==> config.mk <==
export PLATFORM = sky130hd
export DESIGN_NAME = seg_scan_ctrl
export DESIGN_NICKNAME = d
export VERILOG_FILES = /design/src/rtl/seg_scan_ctrl.sv
export SDC_FILE = /design/constraint.sdc
export NUM_CORES = 1
export LEC_CHECK = 0
export ABC_CLOCK_PERIOD_IN_PS = 3500
export CAP_MARGIN = 10
export CORE_ASPECT_RATIO = 0.7
export CORE_MARGIN = 10
export CORE_UTILIZATION = 45
export DETAILED_ROUTE_END_ITERATION = 16
export GPL_ROUTABILITY_DRIVEN = 0
export PLACE_DENSITY = 0.7
export SLEW_MARGIN = 20
export SYNTH_ARGS = -nofsm -noshare
export SYNTH_HDL_FRONTEND = slang
export SYNTH_SLANG_ARGS = --single-unit
==> constraint.sdc <==
create_clock -name clk_50mhz -period 3.5 [get_ports clk_50mhz]
set_clock_uncertainty 0.05 [all_clocks]
set_input_delay 0.525 -clock clk_50mhz [delete_from_list [all_inputs] [get_ports clk_50mhz]]
set_output_delay 0.525 -clock clk_50mhz [all_outputs]
set_load 0.005 [all_outputs]
==> src/rtl/seg_scan_ctrl.sv <==
// Four-digit 7-segment scan scheduler: blank guard, dwell, frame-aligned data latch,
// per-digit enable, leading-zero suppression and field blink.
//
// state | meaning
// BLANK | all segments and digit selects off (anti-ghosting guard)
// SHOW  | digit digit_idx driven for DWELL_CYCLES cycles
module seg_scan_ctrl #(
  parameter int DWELL_CYCLES = 50000,
  parameter int BLANK_CYCLES = 500,
  parameter int BLINK_FRAMES = 62
) (
  input  logic        clk_50mhz,
  input  logic        rst,
  input  logic [15:0] digits_bcd,
  input  logic [3:0]  digit_en,
  input  logic        lz_en,
  input  logic [3:0]  blink_mask,
  output logic [6:0]  seg,
  output logic [3:0]  key0,
  output logic [1:0]  digit_idx,
  output logic        frame_done
);

  localparam int MAXC       = (DWELL_CYCLES > BLANK_CYCLES) ?
                              ((DWELL_CYCLES > 2) ? DWELL_CYCLES : 2) :
                              ((BLANK_CYCLES > 2) ? BLANK_CYCLES : 2);
  localparam int CW         = $clog2(MAXC);
  localparam int FW         = $clog2(BLINK_FRAMES + 1);
  localparam int BLANK_LAST = (BLANK_CYCLES > 0) ? BLANK_CYCLES - 1 : 0;

  typedef enum logic {BLANK = 1'b0, SHOW = 1'b1} state_t;

  state_t        state, state_nxt;
  logic [CW-1:0] cnt, cnt_nxt;
  logic [1:0]    idx_nxt;
  logic [15:0]   shadow, shadow_nxt;
  logic [FW-1:0] fcnt, fcnt_nxt;
  logic          phase, phase_nxt;
  logic          blank_end, show_end;
  logic [3:0]    sup;
  logic [3:0]    nib;
  logic          lit;
  logic [6:0]    seg_nxt;
  logic [3:0]    key_nxt;
  logic          frame_done_nxt;

  function automatic logic [6:0] decode(input logic [3:0] n);
    case (n)
      4'd0: decode = 7'h40;
      4'd1: decode = 7'h79;
      4'd2: decode = 7'h24;
      4'd3: decode = 7'h30;
      4'd4: decode = 7'h19;
      4'd5: decode = 7'h12;
      4'd6: decode = 7'h02;
      4'd7: decode = 7'h78;
      4'd8: decode = 7'h00;
      4'd9: decode = 7'h10;
      default: decode = 7'h3F;
    endcase
  endfunction

  assign blank_end = (BLANK_CYCLES == 0) || (cnt == CW'(BLANK_LAST));
  assign show_end  = (cnt == CW'(DWELL_CYCLES - 1));

  always_comb begin
    state_nxt  = state;
    cnt_nxt    = cnt + CW'(1);
    idx_nxt    = digit_idx;
    shadow_nxt = shadow;
    fcnt_nxt   = fcnt;
    phase_nxt  = phase;
    case (state)
      BLANK: begin
        if (blank_end) begin
          state_nxt = SHOW;
          cnt_nxt   = '0;
        end
      end
      SHOW: begin
        if (show_end) begin
          cnt_nxt   = '0;
          idx_nxt   = digit_idx + 2'd1;
          state_nxt = (BLANK_CYCLES == 0) ? SHOW : BLANK;
          if (digit_idx == 2'd3) begin
            shadow_nxt = digits_bcd;
            if (fcnt == FW'(BLINK_FRAMES - 1)) begin
              fcnt_nxt  = '0;
              phase_nxt = ~phase;
            end else begin
              fcnt_nxt = fcnt + FW'(1);
            end
          end
        end
      end
      default: state_nxt = BLANK;
    endcase
  end

  // Outputs are computed from next-cycle state so the registered pins line up with the FSM.
  always_comb begin
    sup[3] = lz_en && (shadow_nxt[15:12] == 4'd0);
    sup[2] = sup[3] && (shadow_nxt[11:8] == 4'd0);
    sup[1] = sup[2] && (shadow_nxt[7:4] == 4'd0);
    sup[0] = 1'b0;
    nib    = shadow_nxt[idx_nxt*4 +: 4];
    lit    = (state_nxt == SHOW) && digit_en[idx_nxt] &&
             !(blink_mask[idx_nxt] && phase_nxt) && !sup[idx_nxt];
    seg_nxt        = lit ? decode(nib) : 7'h7F;
    key_nxt        = lit ? ~(4'b0001 << idx_nxt) : 4'hF;
    frame_done_nxt = (state_nxt == SHOW) && (idx_nxt == 2'd3) &&
                     (cnt_nxt == CW'(DWELL_CYCLES - 1));
  end

  always_ff @(posedge clk_50mhz) begin
    if (rst) begin
      state      <= BLANK;
      cnt        <= '0;
      digit_idx  <= 2'd0;
      shadow     <= 16'h0000;
      fcnt       <= '0;
      phase      <= 1'b0;
      seg        <= 7'h7F;
      key0       <= 4'hF;
      frame_done <= 1'b0;
    end else begin
      state      <= state_nxt;
      cnt        <= cnt_nxt;
      digit_idx  <= idx_nxt;
      shadow     <= shadow_nxt;
      fcnt       <= fcnt_nxt;
      phase      <= phase_nxt;
      seg        <= seg_nxt;
      key0       <= key_nxt;
      frame_done <= frame_done_nxt;
    end
  end

endmodule

==> results.md, run 1 <==
- DPL Wire Length: 6.14 mm
- Min-delay src: shadow[0]
- Final core occ: ~55%
- Switching power: around 230 µW
- First-pass iteration count of the detailed router: 5
- Grt total ovfl: 0
- Post-synthesis cell type count: 55
- Routed wire per std cell: 16.2 µm
- Hold_buf cts: 0
- Crit path required time: about 3.6 ns
- Flop pwr share: 59.3%
- Post-synth EDFFs: 0
- Post-Syn Area per Cell: about 8.7 µm²
- Post-synthesis sequential area ratio: 34.8%
- Clock Pin Slew Worst Setup and Hold Paths: around 0.1 ns
- Num Clock Sinks: 54
- Clk pwr share: between 30% and 40%
- Slew Viols, Final: 0
- Number of diodes: 0
- Cell Rows: 25
- Gr usage total: 15.2%
- Post-synth net total: between 300 and 400
- Main synth FF type: dfxtp_1
- Crit start category: flop
- Vias per inst: 5.67
- Total Nets Final: 433
- Max_cap viols: 0
- Total wire length: 7.97 mm
- Crit path kind: flop to flop
- Via Count: 2789
- First-pass GRT wire length: 13.2 mm
- Post-synth ARST share: 0%
- Worst vdd rail ir drop: 162 µV
- Clk Latency, worst-skew pair: slightly above 0.3 ns
- Gate Count Post-Synth: roughly 360
- Pwr/cell area: 281 nW/µm²
- Slowest library cell on the worst path: or4_4
- Filler cells: 620
- Die width: approximately 120 µm
- Vias in the first global route: between 2000 and 3000
- PortBufs: 40
- Worst hold margin: 0.432 ns
- WHS Path Cells: 2
- Drt drc: 0
- DRT antenna net count: 0
- Clock buffer depth: 2
- Max Fclk: between 0.3 and 0.4 GHz
- DRC violation total after the first TritonRoute iteration: 307
- Reg2reg end: seg[4]
- Status: finished, final reports clean
- Placed cell area: between 3000 and 4000 µm²
- Hold Vio Cnt, Final: 0
- Initial antenna violation count: 0
- Internal power: 814 µW
- Clk Tree Root Cell: clkbuf_8
- Slew Limit Headroom: 53.9%
- Crit path max fanout: 8
- Final Cycle Share: a little over nine tenths
- Finished Layout Cells: between 400 and 500
- Critical Path AT: 3.43 ns
- Starting Density: 46.2%
- Worst r2r src: cnt[10]
- Slowest cell delay on critical path: 0.60 ns
- Die ar.: 10700 µm²
- Chip height: 89.5 µm
- Synth Register Bits: 54
- Top Ports: ~40
- Cell area after layout: 3730 µm²
- Unrepaired setup endpoints after global routing: false
- CTS tree: done
- HP Class: flop to flop
- Worst hold endpoint: shadow[0]
- R2R setup slack: 0.21 ns
- Fin crit period: 3.29 ns
- Total leakage power: approximately 0.0013 µW
- Share of layout cells above drive strength 1: 12.3%
- Cell chain of the critical path: or4_4 -> nor4_4 -> xnor2_1 -> mux4_2 -> nand2_1 -> nand2_1 -> inv_1 -> ha_1 -> inv_1 -> nor4_1 -> a311oi_1
- Worst r2r path cells: 11
- Final setup fails: 0
- Setup tns final: 0 ns
- Slew at the pin closest to its max-slew limit: just under 0.7 ns
- Core Footprint: 6730 µm²
- CTS H-tree depth: 2
- CTS buffer count: 5
- Cell area after synthesis: 3110 µm²
- Pin count of the biggest net entering global routing: 28
- Combinational share of power: around 6.0%
- Crit end category: flop
- Switching Share: 22.3%
- Layout area overhead: 20.0%
- Placed cells: 484
- Warnings, synthesis: 0
cell type report:
class / instances / area, µm² / area share [%]
multi-input combinational: 274 / 1910 / 51.2
sequential: 54 / 1080 / 29.0
timing repair buffer: 52 / 490 / 13.2
tap: 94 / 118 / 3.16
clock buffer: 7 / 86.3 / 2.32
inverter: 10 / 37.5 / 1.01
clock inverter: 1 / 5.00 / 0.134
registers in the layout, indices dropped and copies added, names as in the netlist:
signal / count
fcnt: 6
key0: 4
state: 1
cnt: 16
shadow: 16
frame_done: 1
seg: 7
phase: 1
digit_idx: 2
per-layer routing:
metal,track usage [%],routed length [µm],up-vias
li1,-,-,1358
met1,22.3,4040,1301
met2,20.8,3090,123
met3,4.73,775,7
met4,3.38,64,0
met5,0,0,-
how the worst max path moves through the flow:
stage / startpoint / endpoint / slack (ns) / cells past startpoint
after CTS: cnt[10] / seg[4] / 0.24 / 11
after global placement: cnt[10] / seg[5] / 0.23 / 9
after detailed placement: cnt[10] / seg[5] / 0.26 / 9
after global routing: cnt[10] / seg[4] / 0.02 / 11
final: cnt[10] / seg[4] / 0.21 / 11
after floorplan: cnt[10] / seg[4] / 0.25 / 12
cells in the final DEF, fill, tap and decap left out, types with 3 or more instances in the layout:
cell type,instances
o21ai_0,6
nor4_1,7
or4_1,5
nor2_1,34
mux4_2,8
nand3_1,14
nand2b_1,6
inv_1,10
clkdlybuf4s50_1,40
nand4_1,11
dfxtp_1,54
buf_4,12
ha_1,9
a21oi_1,27
nor2b_1,4
xnor2_1,13
a22oi_1,6
nor3_1,6
xor2_1,10
a21o_1,3
mux2i_1,9
and3_1,9
nand2_1,41
a31oi_1,3
clkbuf_8,6
mux2_2,9
synth_stat cells, types with 3 or more instances:
cell | instances | area [µm²]
a21o_1 | 3 | 22.5
a21oi_1 | 27 | 135
a22oi_1 | 6 | 45.0
a31oi_1 | 3 | 18.8
and3_1 | 9 | 56.3
clkbuf_1 | 16 | 60.1
dfxtp_1 | 54 | 1080
ha_1 | 9 | 113
inv_1 | 10 | 37.5
mux2_2 | 9 | 101
mux2i_1 | 9 | 90.1
mux4_2 | 8 | 180
nand2_1 | 41 | 154
nand2b_1 | 6 | 37.5
nand3_1 | 14 | 70.1
nand4_1 | 11 | 68.8
nor2_1 | 34 | 128
nor2b_1 | 4 | 25.0
nor3_1 | 6 | 30.0
nor4_1 | 7 | 43.8
o21ai_0 | 6 | 30.0
or4_1 | 5 | 37.5
xnor2_1 | 13 | 114
xor2_1 | 10 | 87.6
timing repair:
item	in CTS	in global routing
gates resized for setup	0	1
setup buffers	0	0
endpoints found under the setup margin	0	1
critical path, delay by kind of cell (launching register included):
family                     cells  cell delay [ns]
DFF                            1             0.39
xor gates and xnor gates       1             0.29
AOI/OAI and AO/OA              1             0.08
buffers and inverters          2             0.17
adders and majority gates      1             0.15
and+or+nand+nor                5             1.47
muxes                          1             0.57
kinds of logic after synthesis:
family | synth area share, %
AO/OA/AOI/OAI | 11.0
XOR/XNOR | 6.48
adder cells (fa/ha/maj) | 3.62
buffers and inverters | 3.95
flip-flops | 34.8
multiplexers | 12.3
AND/OR/NAND/NOR | 27.9
through the flow:
step	power, µW	worst slack [ns]
2_1_floorplan	655	0.254
3_3_place_gp	696	0.231
3_5_place_dp	696	0.259
4_1_cts	1060	0.245
5_1_grt	1090	0.0185
6_report	1050	0.214
power by group through the flow:
stage / registers, µW / clock network [µW] / logic [µW]
2_1_floorplan: 634 / 0 / 21.2
3_3_place_gp: 634 / 0 / 61.9
3_5_place_dp: 635 / 0 / 62.0
4_1_cts: 620 / 380 / 62.1
5_1_grt: 621 / 402 / 66.7
6_report: 620 / 364 / 62.8
Note: power is estimated with default switching activity, not from simulation.
==> run 2, diff against run 1 <==
ABC_CLOCK_PERIOD_IN_PS = 3900   (was 3500)
HOLD_SLACK_MARGIN = 0.1   (was unset)
PLACE_DENSITY = 0.67   (was 0.7)
SKIP_LAST_GASP = 1   (was unset)
clock period = 3.9 ns   (was 3.5 ns; I/O delays follow)
==> results.md, run 2 (synthesis results as in run 1) <==
- Status: finished, final reports clean (unchanged)
- Crit end category: flop (unchanged)
- Unrepaired setup endpoints after global routing: false (unchanged)
- Clk Latency, worst-skew pair: 0.31 ns (about the same)
- Commonest non-fill, non-tap cell in the layout: dfxtp_1 (unchanged)
- Final Cycle Share: 90.4% (was 93.9%)
- Max_cap viols: 0 (unchanged)
- First-pass iteration count of the detailed router: 4 (was 5)
- Overall Power: 937 µW (was 1050 µW)
- Bufs and invs on worst path: 2 (unchanged)
- Cell Rows: 25 (unchanged)
- Fin crit period: 3.53 ns (was 3.29 ns)
- DRC violation total after the first TritonRoute iteration: 229 (was 307)
- Slew at the pin closest to its max-slew limit: 0.672 ns (was 0.692 ns)
- Cell area after layout: 3680 µm² (was 3730 µm²)
- DRT antenna net count: 0 (unchanged)
- Num Clock Sinks: 54 (unchanged)
- Vias in the first global route: 2459 (was 2582)
- Switching Share: 22.1% (was 22.3%)
- Flop pwr share: 59.4% (was 59.3%)
- Core Footprint: 6730 µm² (unchanged)
- Share of layout cells above drive strength 1: 10.9% (was 12.3%)
- Final core occ: 54.8% (was 55.4%)
- Worst r2r src: cnt[10] (unchanged)
- CTS H-tree depth: 2 (unchanged)
- Min-delay src: shadow[0] (unchanged)
- Max Fclk: 0.284 GHz (was 0.304 GHz)
- Die width: 119 µm (unchanged)
- Most frequent cells in the layout: dfxtp_1, nand2_1, clkdlybuf4s50_1 (unchanged)
- Crit start category: flop (unchanged)
- Clk Tree Root Cell: clkbuf_8 (unchanged)
- Largest regs: cnt (16), shadow (16), seg (7) (unchanged)
- Number of diodes: 0 (unchanged)
- Hold_buf cts: 0 (unchanged)
- Crit-path leading delay family: simple AND/OR/NAND/NOR gates (unchanged)
- Crit path required time: 4.03 ns (was 3.64 ns)
- Worst hold margin: 0.410 ns (was 0.432 ns)
- HP Class: flop to flop (unchanged)
- Gr usage total: 14.7% (was 15.2%)
- Slowest cell delay on critical path: 0.60 ns (about the same)
- First-pass GRT wire length: 12.8 mm (was 13.2 mm)
- PortBufs: 40 (unchanged)
- Layout area overhead: 18.6% (was 20.0%)
- Hold Vio Cnt, Final: 0 (unchanged)
- Via Count: 2719 (was 2789)
- Placed cell area: 3580 µm² (was 3630 µm²)
- Crit path kind: flop to flop (unchanged)
- DPL Wire Length: 5.91 mm (was 6.14 mm)
- Worst vdd rail ir drop: 151 µV (was 162 µV)
- Clock Pin Slew Worst Setup and Hold Paths: 0.09 ns (was 0.10 ns)
- Slew Viols, Final: 0 (unchanged)
- Die ar.: 10700 µm² (unchanged)
- Setup tns final: 0 ns (unchanged)
- Critical Path AT: 3.66 ns (was 3.43 ns)
- Top Ports: 41 (unchanged)
- Pwr/cell area: 254 nW/µm² (was 281 nW/µm²)
- Cell chain of the critical path: or4_4 -> nor4_4 -> xnor2_1 -> mux4_2 -> nand2_1 -> nand2_1 -> inv_1 -> ha_1 -> inv_1 -> nor4_1 -> a311oi_1 (unchanged)
- Total Nets Final: 428 (was 433)
- Clock buffer depth: 2 (unchanged)
- Grt total ovfl: 0 (unchanged)
- Pin count of the biggest net entering global routing: 28 (unchanged)
- Filler cells: 644 (was 620)
- Total leakage power: 0.00125 µW (was 0.00128 µW)
- Slowest library cell on the worst path: or4_4 (unchanged)
- Routed wire per std cell: 15.8 µm (was 16.2 µm)
- Internal power: 730 µW (was 814 µW)
- Crit path max fanout: 9 (was 8)
- Combinational share of power: 6.0% (about the same)
- Switching power: 207 µW (was 233 µW)
- Final setup fails: 0 (unchanged)
- Chip height: 89.5 µm (unchanged)
- Vias per inst: 5.58 (was 5.67)
- Drt drc: 0 (unchanged)
- Clk pwr share: 34.6% (was 34.7%)
- CTS tree: done (unchanged)
- Critical path origin: cnt[10] (unchanged)
- Initial antenna violation count: 0 (unchanged)
- Slew Limit Headroom: 54.8% (was 53.9%)
- Starting Density: 46.2% (unchanged)
- Total wire length: 7.70 mm (was 7.97 mm)
- CTS buffer count: 5 (unchanged)
-- run 2: final timing paths --
path	endpoint	slack, ns	cells past startpoint
worst max register to register	seg[4]	0.37	11
worst min register to register	shadow[0]	0.41	2
worst min-delay path	shadow[0]	0.41	2
worst max-delay path	seg[4]	0.37	11
-- run 2: power by group through the flow --
stage | logic, µW | clock network, µW | registers (µW)
after detailed placement | 55.8 | 0 | 569
after global routing | 60.3 | 365 | 558
after CTS | 56.0 | 337 | 557
final | 56.0 | 324 | 557
after floorplan | 19.0 | 0 | 569
after global placement | 55.6 | 0 | 569
-- run 2: worst min-delay path, stage by stage, from the launching register on --
cell,delay (ns)
dfxtp_1,0.32
nand2_1,0.05
a21oi_1,0.05
-- run 2: stage by stage --
step,cells,worst slack (ns)
after floorplan,358,0.654
after detailed placement,478,0.316
after CTS,486,0.316
final,487,0.374
after global placement,478,0.400
after global routing,487,0.0735
-- run 2: area by class of cell --
| cell class | count | area [µm²] | area share [%] |
|---|---|---|---|
| Clock buffer | 7 | 86.3 | 2.34 |
| Timing Repair Buffer | 47 | 453 | 12.3 |
| Multi-Input combinational cell | 274 | 1900 | 51.7 |
| Tap cell | 94 | 118 | 3.19 |
| Inverter | 10 | 37.5 | 1.02 |
| Clock inverter | 1 | 5.00 | 0.136 |
| Sequential cell | 54 | 1080 | 29.3 |
-- run 2: layer usage --
layer | global-route usage (%) | wire length (µm) | vias up
li1 | - | - | 1346
met4 | 3.17 | 42 | 0
met5 | 0 | 0 | -
met2 | 19.8 | 2960 | 99
met1 | 22.7 | 4020 | 1270
met3 | 3.41 | 679 | 4
-- run 2: timing repair --
action / CTS / global route
endpoints found under the hold margin: 0 / 0
setup endpoints to repair: 0 / 1
setup buffers: 0 / 1
resized for setup: 0 / 0
==> run 3, diff against run 2 <==
TNS_END_PERCENT = 20   (was unset)
==> results of run 3 <==
Same layout as run 2: the final DEF is identical, and so are final timing and power.
